--- config.mk ---
export PLATFORM = sky130hd
export DESIGN_NAME = sram_port_arbiter_flat
export DESIGN_NICKNAME = d
export VERILOG_FILES = /design/src/rtl/sram_port_arbiter_if.sv /design/src/rtl/sram_port_arbiter.sv /design/src/flat_wrapper.sv
export SDC_FILE = /design/constraint.sdc
export NUM_CORES = 1
export LEC_CHECK = 0
export CORE_AREA = 2 2 109 132
export CTS_BUF_LIST = sky130_fd_sc_hd__clkbuf_4 sky130_fd_sc_hd__clkbuf_8 sky130_fd_sc_hd__clkbuf_16
export CTS_CLUSTER_SIZE = 8
export DETAILED_ROUTE_END_ITERATION = 10
export DIE_AREA = 0 0 111 134
export GPL_ROUTABILITY_DRIVEN = 0
export PLACE_DENSITY = 0.83
export SYNTH_ARGS = -nofsm -noshare
export SYNTH_HDL_FRONTEND = slang
export SYNTH_SLANG_ARGS = --single-unit
--- constraint.sdc ---
create_clock -name clk -period 3.7 [get_ports clk]
set_input_delay 0.37 -clock clk [delete_from_list [all_inputs] [get_ports clk]]
set_output_delay 0.37 -clock clk [all_outputs]
set_load 0.03 [all_outputs]
--- src/rtl/sram_port_arbiter_if.sv ---
// Core-side and SRAM-side signal bundle for sram_port_arbiter.
// slave = arbiter view, master = environment view (core stages plus SRAM).
`ifndef WORD_WIDTH
`define WORD_WIDTH 32
`endif

interface sram_port_arbiter_if #(
    parameter int DW = `WORD_WIDTH
);
    logic          if_req;
    logic [DW-1:0] if_addr;
    logic [DW-1:0] if_rdata;
    logic          if_ack;

    logic          dm_req;
    logic          dm_we;
    logic [DW-1:0] dm_addr;
    logic [DW-1:0] dm_wdata;
    logic [DW-1:0] dm_rdata;
    logic          dm_ack;

    logic          mem_en;
    logic          mem_we;
    logic [DW-1:0] mem_addr;
    logic [DW-1:0] mem_wdata;
    logic [DW-1:0] mem_rdata;

    logic          busy;

    modport slave (
        input  if_req, if_addr, dm_req, dm_we, dm_addr, dm_wdata, mem_rdata,
        output if_rdata, if_ack, dm_rdata, dm_ack,
               mem_en, mem_we, mem_addr, mem_wdata, busy
    );

    modport master (
        output if_req, if_addr, dm_req, dm_we, dm_addr, dm_wdata, mem_rdata,
        input  if_rdata, if_ack, dm_rdata, dm_ack,
               mem_en, mem_we, mem_addr, mem_wdata, busy
    );
endinterface

--- src/rtl/sram_port_arbiter.sv ---
// Fetch/data port arbiter onto one single-port synchronous SRAM, data has priority.
// Optional fetch-starvation limit enabled by defining ARB_FAIRNESS_EN.
//
// state     | meaning
// ----------+---------------------------------------------------------
// ST_IDLE   | arbitrate; register the winning request
// ST_ACCESS | drive SRAM for WAIT_CYCLES+1 cycles, wait counter down-counts
// ST_RESP   | one-cycle ack to the granted master
`ifndef WORD_WIDTH
`define WORD_WIDTH 32
`endif

module sram_port_arbiter #(
    parameter int DW          = `WORD_WIDTH,
    parameter int WAIT_CYCLES = 2,
    parameter int STREAK_MAX  = 4
) (
    input logic                clk,
    input logic                rst,
    sram_port_arbiter_if.slave bus
);
    localparam int CW = (WAIT_CYCLES < 1) ? 1 : $clog2(WAIT_CYCLES + 1);

    typedef enum logic [1:0] {
        ST_IDLE   = 2'd0,
        ST_ACCESS = 2'd1,
        ST_RESP   = 2'd2
    } state_t;

    state_t        state;
    state_t        state_nxt;
    logic [CW-1:0] cnt;
    logic          gnt_dm;
    logic          req_we;
    logic [DW-1:0] req_addr;
    logic [DW-1:0] req_wdata;
    logic [DW-1:0] if_rdata_q;
    logic [DW-1:0] dm_rdata_q;
    logic          grant_dm;
    logic          grant_if;
    logic          force_if;
    logic          in_access;
    logic          last_cycle;

`ifdef ARB_FAIRNESS_EN
    logic [3:0] streak;

    // A pending fetch that has watched STREAK_MAX data grants in a row wins next.
    assign force_if = (streak == 4'(STREAK_MAX)) && bus.if_req;

    always_ff @(posedge clk) begin
        if (!rst) begin
            streak <= '0;
        end else if (grant_if) begin
            streak <= '0;
        end else if (grant_dm) begin
            if (!bus.if_req)
                streak <= '0;
            else if (streak < 4'(STREAK_MAX))
                streak <= streak + 4'd1;
        end
    end
`else
    assign force_if = 1'b0;
`endif

    assign in_access  = (state == ST_ACCESS);
    assign last_cycle = in_access && (cnt == '0);

    always_comb begin
        state_nxt = state;
        grant_dm  = 1'b0;
        grant_if  = 1'b0;
        case (state)
            ST_IDLE: begin
                if (bus.dm_req && !force_if)
                    grant_dm = 1'b1;
                else if (bus.if_req)
                    grant_if = 1'b1;
                if (grant_dm || grant_if)
                    state_nxt = ST_ACCESS;
            end
            ST_ACCESS: begin
                if (cnt == '0)
                    state_nxt = ST_RESP;
            end
            ST_RESP: begin
                state_nxt = ST_IDLE;
            end
            default: begin
                state_nxt = ST_IDLE;
            end
        endcase
    end

    always_ff @(posedge clk) begin
        if (!rst)
            state <= ST_IDLE;
        else
            state <= state_nxt;
    end

    always_ff @(posedge clk) begin
        if (!rst) begin
            gnt_dm     <= 1'b0;
            req_we     <= 1'b0;
            req_addr   <= '0;
            req_wdata  <= '0;
            cnt        <= '0;
            if_rdata_q <= '0;
            dm_rdata_q <= '0;
        end else begin
            if (grant_dm) begin
                gnt_dm    <= 1'b1;
                req_we    <= bus.dm_we;
                req_addr  <= bus.dm_addr;
                req_wdata <= bus.dm_wdata;
                cnt       <= CW'(WAIT_CYCLES);
            end else if (grant_if) begin
                gnt_dm    <= 1'b0;
                req_we    <= 1'b0;
                req_addr  <= bus.if_addr;
                req_wdata <= '0;
                cnt       <= CW'(WAIT_CYCLES);
            end else if (in_access && (cnt != '0)) begin
                cnt <= cnt - 1'b1;
            end

            // SRAM read data is only valid in the final access cycle.
            if (last_cycle && !req_we) begin
                if (gnt_dm)
                    dm_rdata_q <= bus.mem_rdata;
                else
                    if_rdata_q <= bus.mem_rdata;
            end
        end
    end

    assign bus.mem_en    = in_access;
    assign bus.mem_we    = in_access && req_we;
    assign bus.mem_addr  = in_access ? req_addr  : '0;
    assign bus.mem_wdata = in_access ? req_wdata : '0;

    assign bus.if_ack    = (state == ST_RESP) && !gnt_dm;
    assign bus.dm_ack    = (state == ST_RESP) && gnt_dm;
    assign bus.if_rdata  = if_rdata_q;
    assign bus.dm_rdata  = dm_rdata_q;
    assign bus.busy      = (state != ST_IDLE);
endmodule

--- src/flat_wrapper.sv ---
// flat-port wrapper written by rule: the top's interface ports become plain ports
module sram_port_arbiter_flat 
#(
    parameter int DW          = `WORD_WIDTH,
    parameter int WAIT_CYCLES = 2,
    parameter int STREAK_MAX  = 4
)
  (clk, rst, bus_if_req, bus_if_addr, bus_dm_req, bus_dm_we, bus_dm_addr, bus_dm_wdata, bus_mem_rdata, bus_if_rdata, bus_if_ack, bus_dm_rdata, bus_dm_ack, bus_mem_en, bus_mem_we, bus_mem_addr, bus_mem_wdata, bus_busy);
  sram_port_arbiter_if #(.DW(DW)) bus_i ();
  input logic clk;
  input logic rst;
  input wire logic [$bits(bus_i.if_req)-1:0] bus_if_req;
  input wire logic [$bits(bus_i.if_addr)-1:0] bus_if_addr;
  input wire logic [$bits(bus_i.dm_req)-1:0] bus_dm_req;
  input wire logic [$bits(bus_i.dm_we)-1:0] bus_dm_we;
  input wire logic [$bits(bus_i.dm_addr)-1:0] bus_dm_addr;
  input wire logic [$bits(bus_i.dm_wdata)-1:0] bus_dm_wdata;
  input wire logic [$bits(bus_i.mem_rdata)-1:0] bus_mem_rdata;
  output wire logic [$bits(bus_i.if_rdata)-1:0] bus_if_rdata;
  output wire logic [$bits(bus_i.if_ack)-1:0] bus_if_ack;
  output wire logic [$bits(bus_i.dm_rdata)-1:0] bus_dm_rdata;
  output wire logic [$bits(bus_i.dm_ack)-1:0] bus_dm_ack;
  output wire logic [$bits(bus_i.mem_en)-1:0] bus_mem_en;
  output wire logic [$bits(bus_i.mem_we)-1:0] bus_mem_we;
  output wire logic [$bits(bus_i.mem_addr)-1:0] bus_mem_addr;
  output wire logic [$bits(bus_i.mem_wdata)-1:0] bus_mem_wdata;
  output wire logic [$bits(bus_i.busy)-1:0] bus_busy;
  assign bus_i.if_req = bus_if_req;
  assign bus_i.if_addr = bus_if_addr;
  assign bus_i.dm_req = bus_dm_req;
  assign bus_i.dm_we = bus_dm_we;
  assign bus_i.dm_addr = bus_dm_addr;
  assign bus_i.dm_wdata = bus_dm_wdata;
  assign bus_i.mem_rdata = bus_mem_rdata;
  assign bus_if_rdata = bus_i.if_rdata;
  assign bus_if_ack = bus_i.if_ack;
  assign bus_dm_rdata = bus_i.dm_rdata;
  assign bus_dm_ack = bus_i.dm_ack;
  assign bus_mem_en = bus_i.mem_en;
  assign bus_mem_we = bus_i.mem_we;
  assign bus_mem_addr = bus_i.mem_addr;
  assign bus_mem_wdata = bus_i.mem_wdata;
  assign bus_busy = bus_i.busy;
  sram_port_arbiter #(.DW(DW), .WAIT_CYCLES(WAIT_CYCLES), .STREAK_MAX(STREAK_MAX)) u_core (.clk(clk), .rst(rst), .bus(bus_i));
endmodule
# Word-level counts from Yosys, hierarchy flattened
# Cells that the tools add are included.
# Widths: inputs -> output; s select.
# word_totals
inputBits	133
word_cells	57
output_inout_bits	133
ff_bits	134
# classes
addsub	1
eq_ne	4
n_bitwise	2
n_mux	22
reduce_logical	19
# op_table
cell	n
$mux 32	6
$mux 1	10
$mux 2	5
$logic_and 1x1->1	6
$reduce_and 2->1	3
$reduce_bool 2->1	3
$logic_not 2->1	2
$pmux 2 s2	1
$reduce_bool 3->1	1
$reduce_or 3->1	1
$eq 2x1->1 const B	1
$eq 2x2->1 const B	1
$logic_not 1->1	2
$ne 2x1->1 const B	1
$ne 2x2->1 const B	1
$not 1->1	2
$sub 2x1->2 const B	1
$logic_or 1x1->1	1

# Longest topological paths before layout
# logic_depth
word_depth	6
ltp_mapped	6
depth_no_buf	5

# Worst setup path before layout
# No wires, ideal clock.
# synth_timing
path_kind	register -> output
from	reg u_core.state[0]
to	out bus_mem_addr[10]
required_time_ns	3.330
t_arrival_ns	1.511
slack_ns	1.819
n_path_buf	1
stages_incl_launch_ff	4
cell_sequence	dfxtp_1 > nor2b_1 > clkbuf_1 > and2_1
# synth_between
elab_chain_len	2
# synth_rtl
item	line_no	rtl
start: declaration	sram_port_arbiter.sv:30	state_t state;
start signal: assignment	sram_port_arbiter.sv:100	state <= state_nxt;
$eq 2x1->1	sram_port_arbiter.sv:67	assign in_access = (state == ST_ACCESS);
net bus_mem_en	flat_wrapper.sv:23	output wire logic [$bits(bus_i.mem_en)-1:0] bus_mem_en;
$mux 32	sram_port_arbiter.sv:141	assign bus.mem_addr = in_access ? req_addr : '0;
end: declaration	flat_wrapper.sv:25	output wire logic [$bits(bus_i.mem_addr)-1:0] bus_mem_addr;
# The timed path passes the listed nets, and every way through them passes these cells.

# Final worst setup path
# layout_timing
from	reg u_core.state[0]
to	out bus_mem_addr[21]
# layout_between
elab_chain_len	2
# layout_rtl
item	line_no
$eq 2x1->1	sram_port_arbiter.sv:67
$mux 32	sram_port_arbiter.sv:141
# No other way between the ends.

==> reports/metrics.cfg <==
[clock_network]
cts_tree=done
cts_hold_buf=0
insertion_delay_ns=0.40
cts_sinks=134
cts_setup_buffers=0
cts_root_buf=clkbuf_16
path_clk_slew_ns=0.06
ctsResizeCount=0
cts-buffers-inserted=17
cts_buffer_depth=2
htree_levels=4

[logic_synthesis]
synth-main-ff-cell=dfxtp_1
syn_area_um2=5303
synth_top_area_frac=0.5059
ys_ff_latch=134
syn_avg_cell_area_um2=10.14
synth_cells=523
ys_async_sr_fraction=0
synth-edff-count=0
synth_cell_types=29
synth_fp_nets=657
synth_top_area_cell=dfxtp_1
synth_area_leaders=dfxtp_1, mux2i_1, and2_1
synth-seq-area-share=0.5059
ys.warnings.count=0

[grt]
grt_pass1_wl_mm=24.24
antenna_found_initial=0
grt_overflow_total=0
grt_pass1_vias=4965
globalRouteTotalUtil=0.2019
grt_max_degree=100

[layout]
fill_cells=1041
multi_input_area_um2=2409
diodes=0
fin_util=0.6404
final_cell_mix=clkdlybuf4s50_1, dfxtp_1, nand2_1
areaGrowthSynthToFinish_pct=64.06
layout_commonest_cell=clkdlybuf4s50_1
nets=907
drive_above_1_share=0.05987
instances_no_fill=956
regArea_um2=2683

[placement]
post-place-cells=925
place_ws_ns=1.113
dp_hpwl_mm=11.09
portBuffers=265

[floorplanning]
dieArea_um2=14870
rows=47
start_util=0.3903
ios=266
core_um2=13580
die_y_um=134
die_w_um=111

[sta]
slew_viol_final=0
max_freq_mhz=329.9
fin_crit_ns=3.032
worstMarginPinSlew_ns=0.9417
finClkSkew_ns=0.008929
rsz0062_at_grt=false
layout_setup_ws_ns=0.6683
finalSetupViolCount=0
period_share=0.8194
hold_viol_final=0
maxSlewHeadroom=0.3722
setup_tns_ns=0

[worst_setup_path]
required_ns=3.33
crit_arrival_ns=2.66
r2r_slack_ns=1.60
reg2reg_to=u_core.bus.if_rdata[5]
critical_path_class=reg -> out
end_kind=output port
startpoint_type=flop
cp_max_fo=45
r2r_cells=4
reg2reg_from=u_core.state[0]

[worst_hold_path]
hold_depth=2
min_to=u_core.bus.if_rdata[11]
min_path_type=reg -> reg
worstHoldStart=u_core.bus.if_rdata[11]

[route]
highest_layer=met4
met1_length_mm=6.320
firstDrtPassIters=4
viasPerCell=4.974
dr_wl_met2_mm=7.804
drtIter0Drc=213
vias=4755
routedWlPerCell_um=16.24
totalWireLength_mm=15.53
wl_met3_mm=1.090
drtAntennaViolNets=0
drc=0

[power_and_ir_drop]
finalPower_mw=4.305
vdd_drop_max_uv=368.0
power_density_nw_per_um2=494.9
leakagePower_nw=3.550

[run]
maxCapViolCount=0

[run_status]
outcome=finished clean

-- synth_stat cells, types with 2 or more instances --
library cell / number
clkbuf_1: 22
inv_1: 4
dfxtp_1: 134
buf_1: 2
mux2i_1: 64
and4bb_2: 2
nand2_1: 97
buf_6: 5
nor3_1: 2
nor3b_1: 2
nor2_1: 2
and2_1: 95
a221o_1: 32
a22o_1: 33
and2_0: 2
buf_2: 12
-- how the worst max path moves through the flow --
stage,end,from,cells after the start,slack (ns)
final,bus_mem_addr[21],u_core.state[0],4,0.67
after CTS,bus_mem_addr[21],u_core.state[0],4,0.67
after global routing,bus_mem_addr[21],u_core.state[0],4,0.52
after floorplan,bus_mem_addr[10],u_core.state[0],3,1.82
after global placement,bus_mem_addr[21],u_core.state[0],4,1.22
after detailed placement,bus_mem_addr[21],u_core.state[0],4,1.11
-- worst max-delay path, cell delays in order, from the launching register on --
cell and delay [ns]:
dfxtp_1 0.45, nor2b_4 0.48, buf_4 0.41, and2_1 0.23
clkdlybuf4s50_1 0.68
-- sequential cells by signal (all words and copies together), names as in the netlist --
register and cells:
u_core.bus.dm_rdata 32, u_core.bus.if_rdata 32, u_core.req_addr 32, u_core.req_wdata 32
u_core.cnt 2, u_core.state 2, u_core.gnt_dm 1, u_core.req_we 1
-- report_power, final --
part / leakage (nW) / total, mW / internal [mW] / switching [mW]
combinational: 2.13 / 0.774 / 0.384 / 0.389
clock: 0.331 / 1.91 / 1.29 / 0.621
sequential: 1.09 / 1.62 / 1.56 / 0.0653
-- per-stage QoR --
| stage | area (um^2) | hold slack (ns) |
|---|---|---|
| 3_5_place_dp | 8028 | 0.4489 |
| 4_1_cts | 8700 | 0.4614 |
| 5_1_grt | 8700 | 0.4817 |
| 6_report | 8700 | 0.4589 |
| 2_1_floorplan | 5303 | 0.4340 |
| 3_3_place_gp | 8028 | 0.4434 |
-- area by class of cell --
type | count | area share
inverter | 4 | 0.001726
sequential | 134 | 0.3084
multi-input combinational | 343 | 0.2769
timing repair buffer | 273 | 0.3112
clock inverter | 12 | 0.02589
tap | 171 | 0.02459
clock buffer | 19 | 0.05134
-- cells by family (layout without fill, tap and decap cells) --
| family | Yosys count | in the layout | share of synthesized area |
|---|---|---|---|
| AND/OR/NAND/NOR | 208 | 208 | 0.2048 |
| flip-flops | 134 | 134 | 0.5059 |
| AO/OA/AOI/OAI | 69 | 69 | 0.1213 |
| multiplexers | 64 | 64 | 0.1208 |
| buffers and inverters | 46 | 308 | 0.04318 |
| adder cells (fa/ha/maj) | 1 | 1 | 0.002359 |
| XOR/XNOR | 1 | 1 | 0.001652 |
-- metal layers --
metal	up-vias	track usage
li1	2299	-
met2	215	0.3620
met1	2216	0.2247
met3	25	0.05829
met4	0	0.08264
met5	-	0
(Power assumes the default switching activity.)
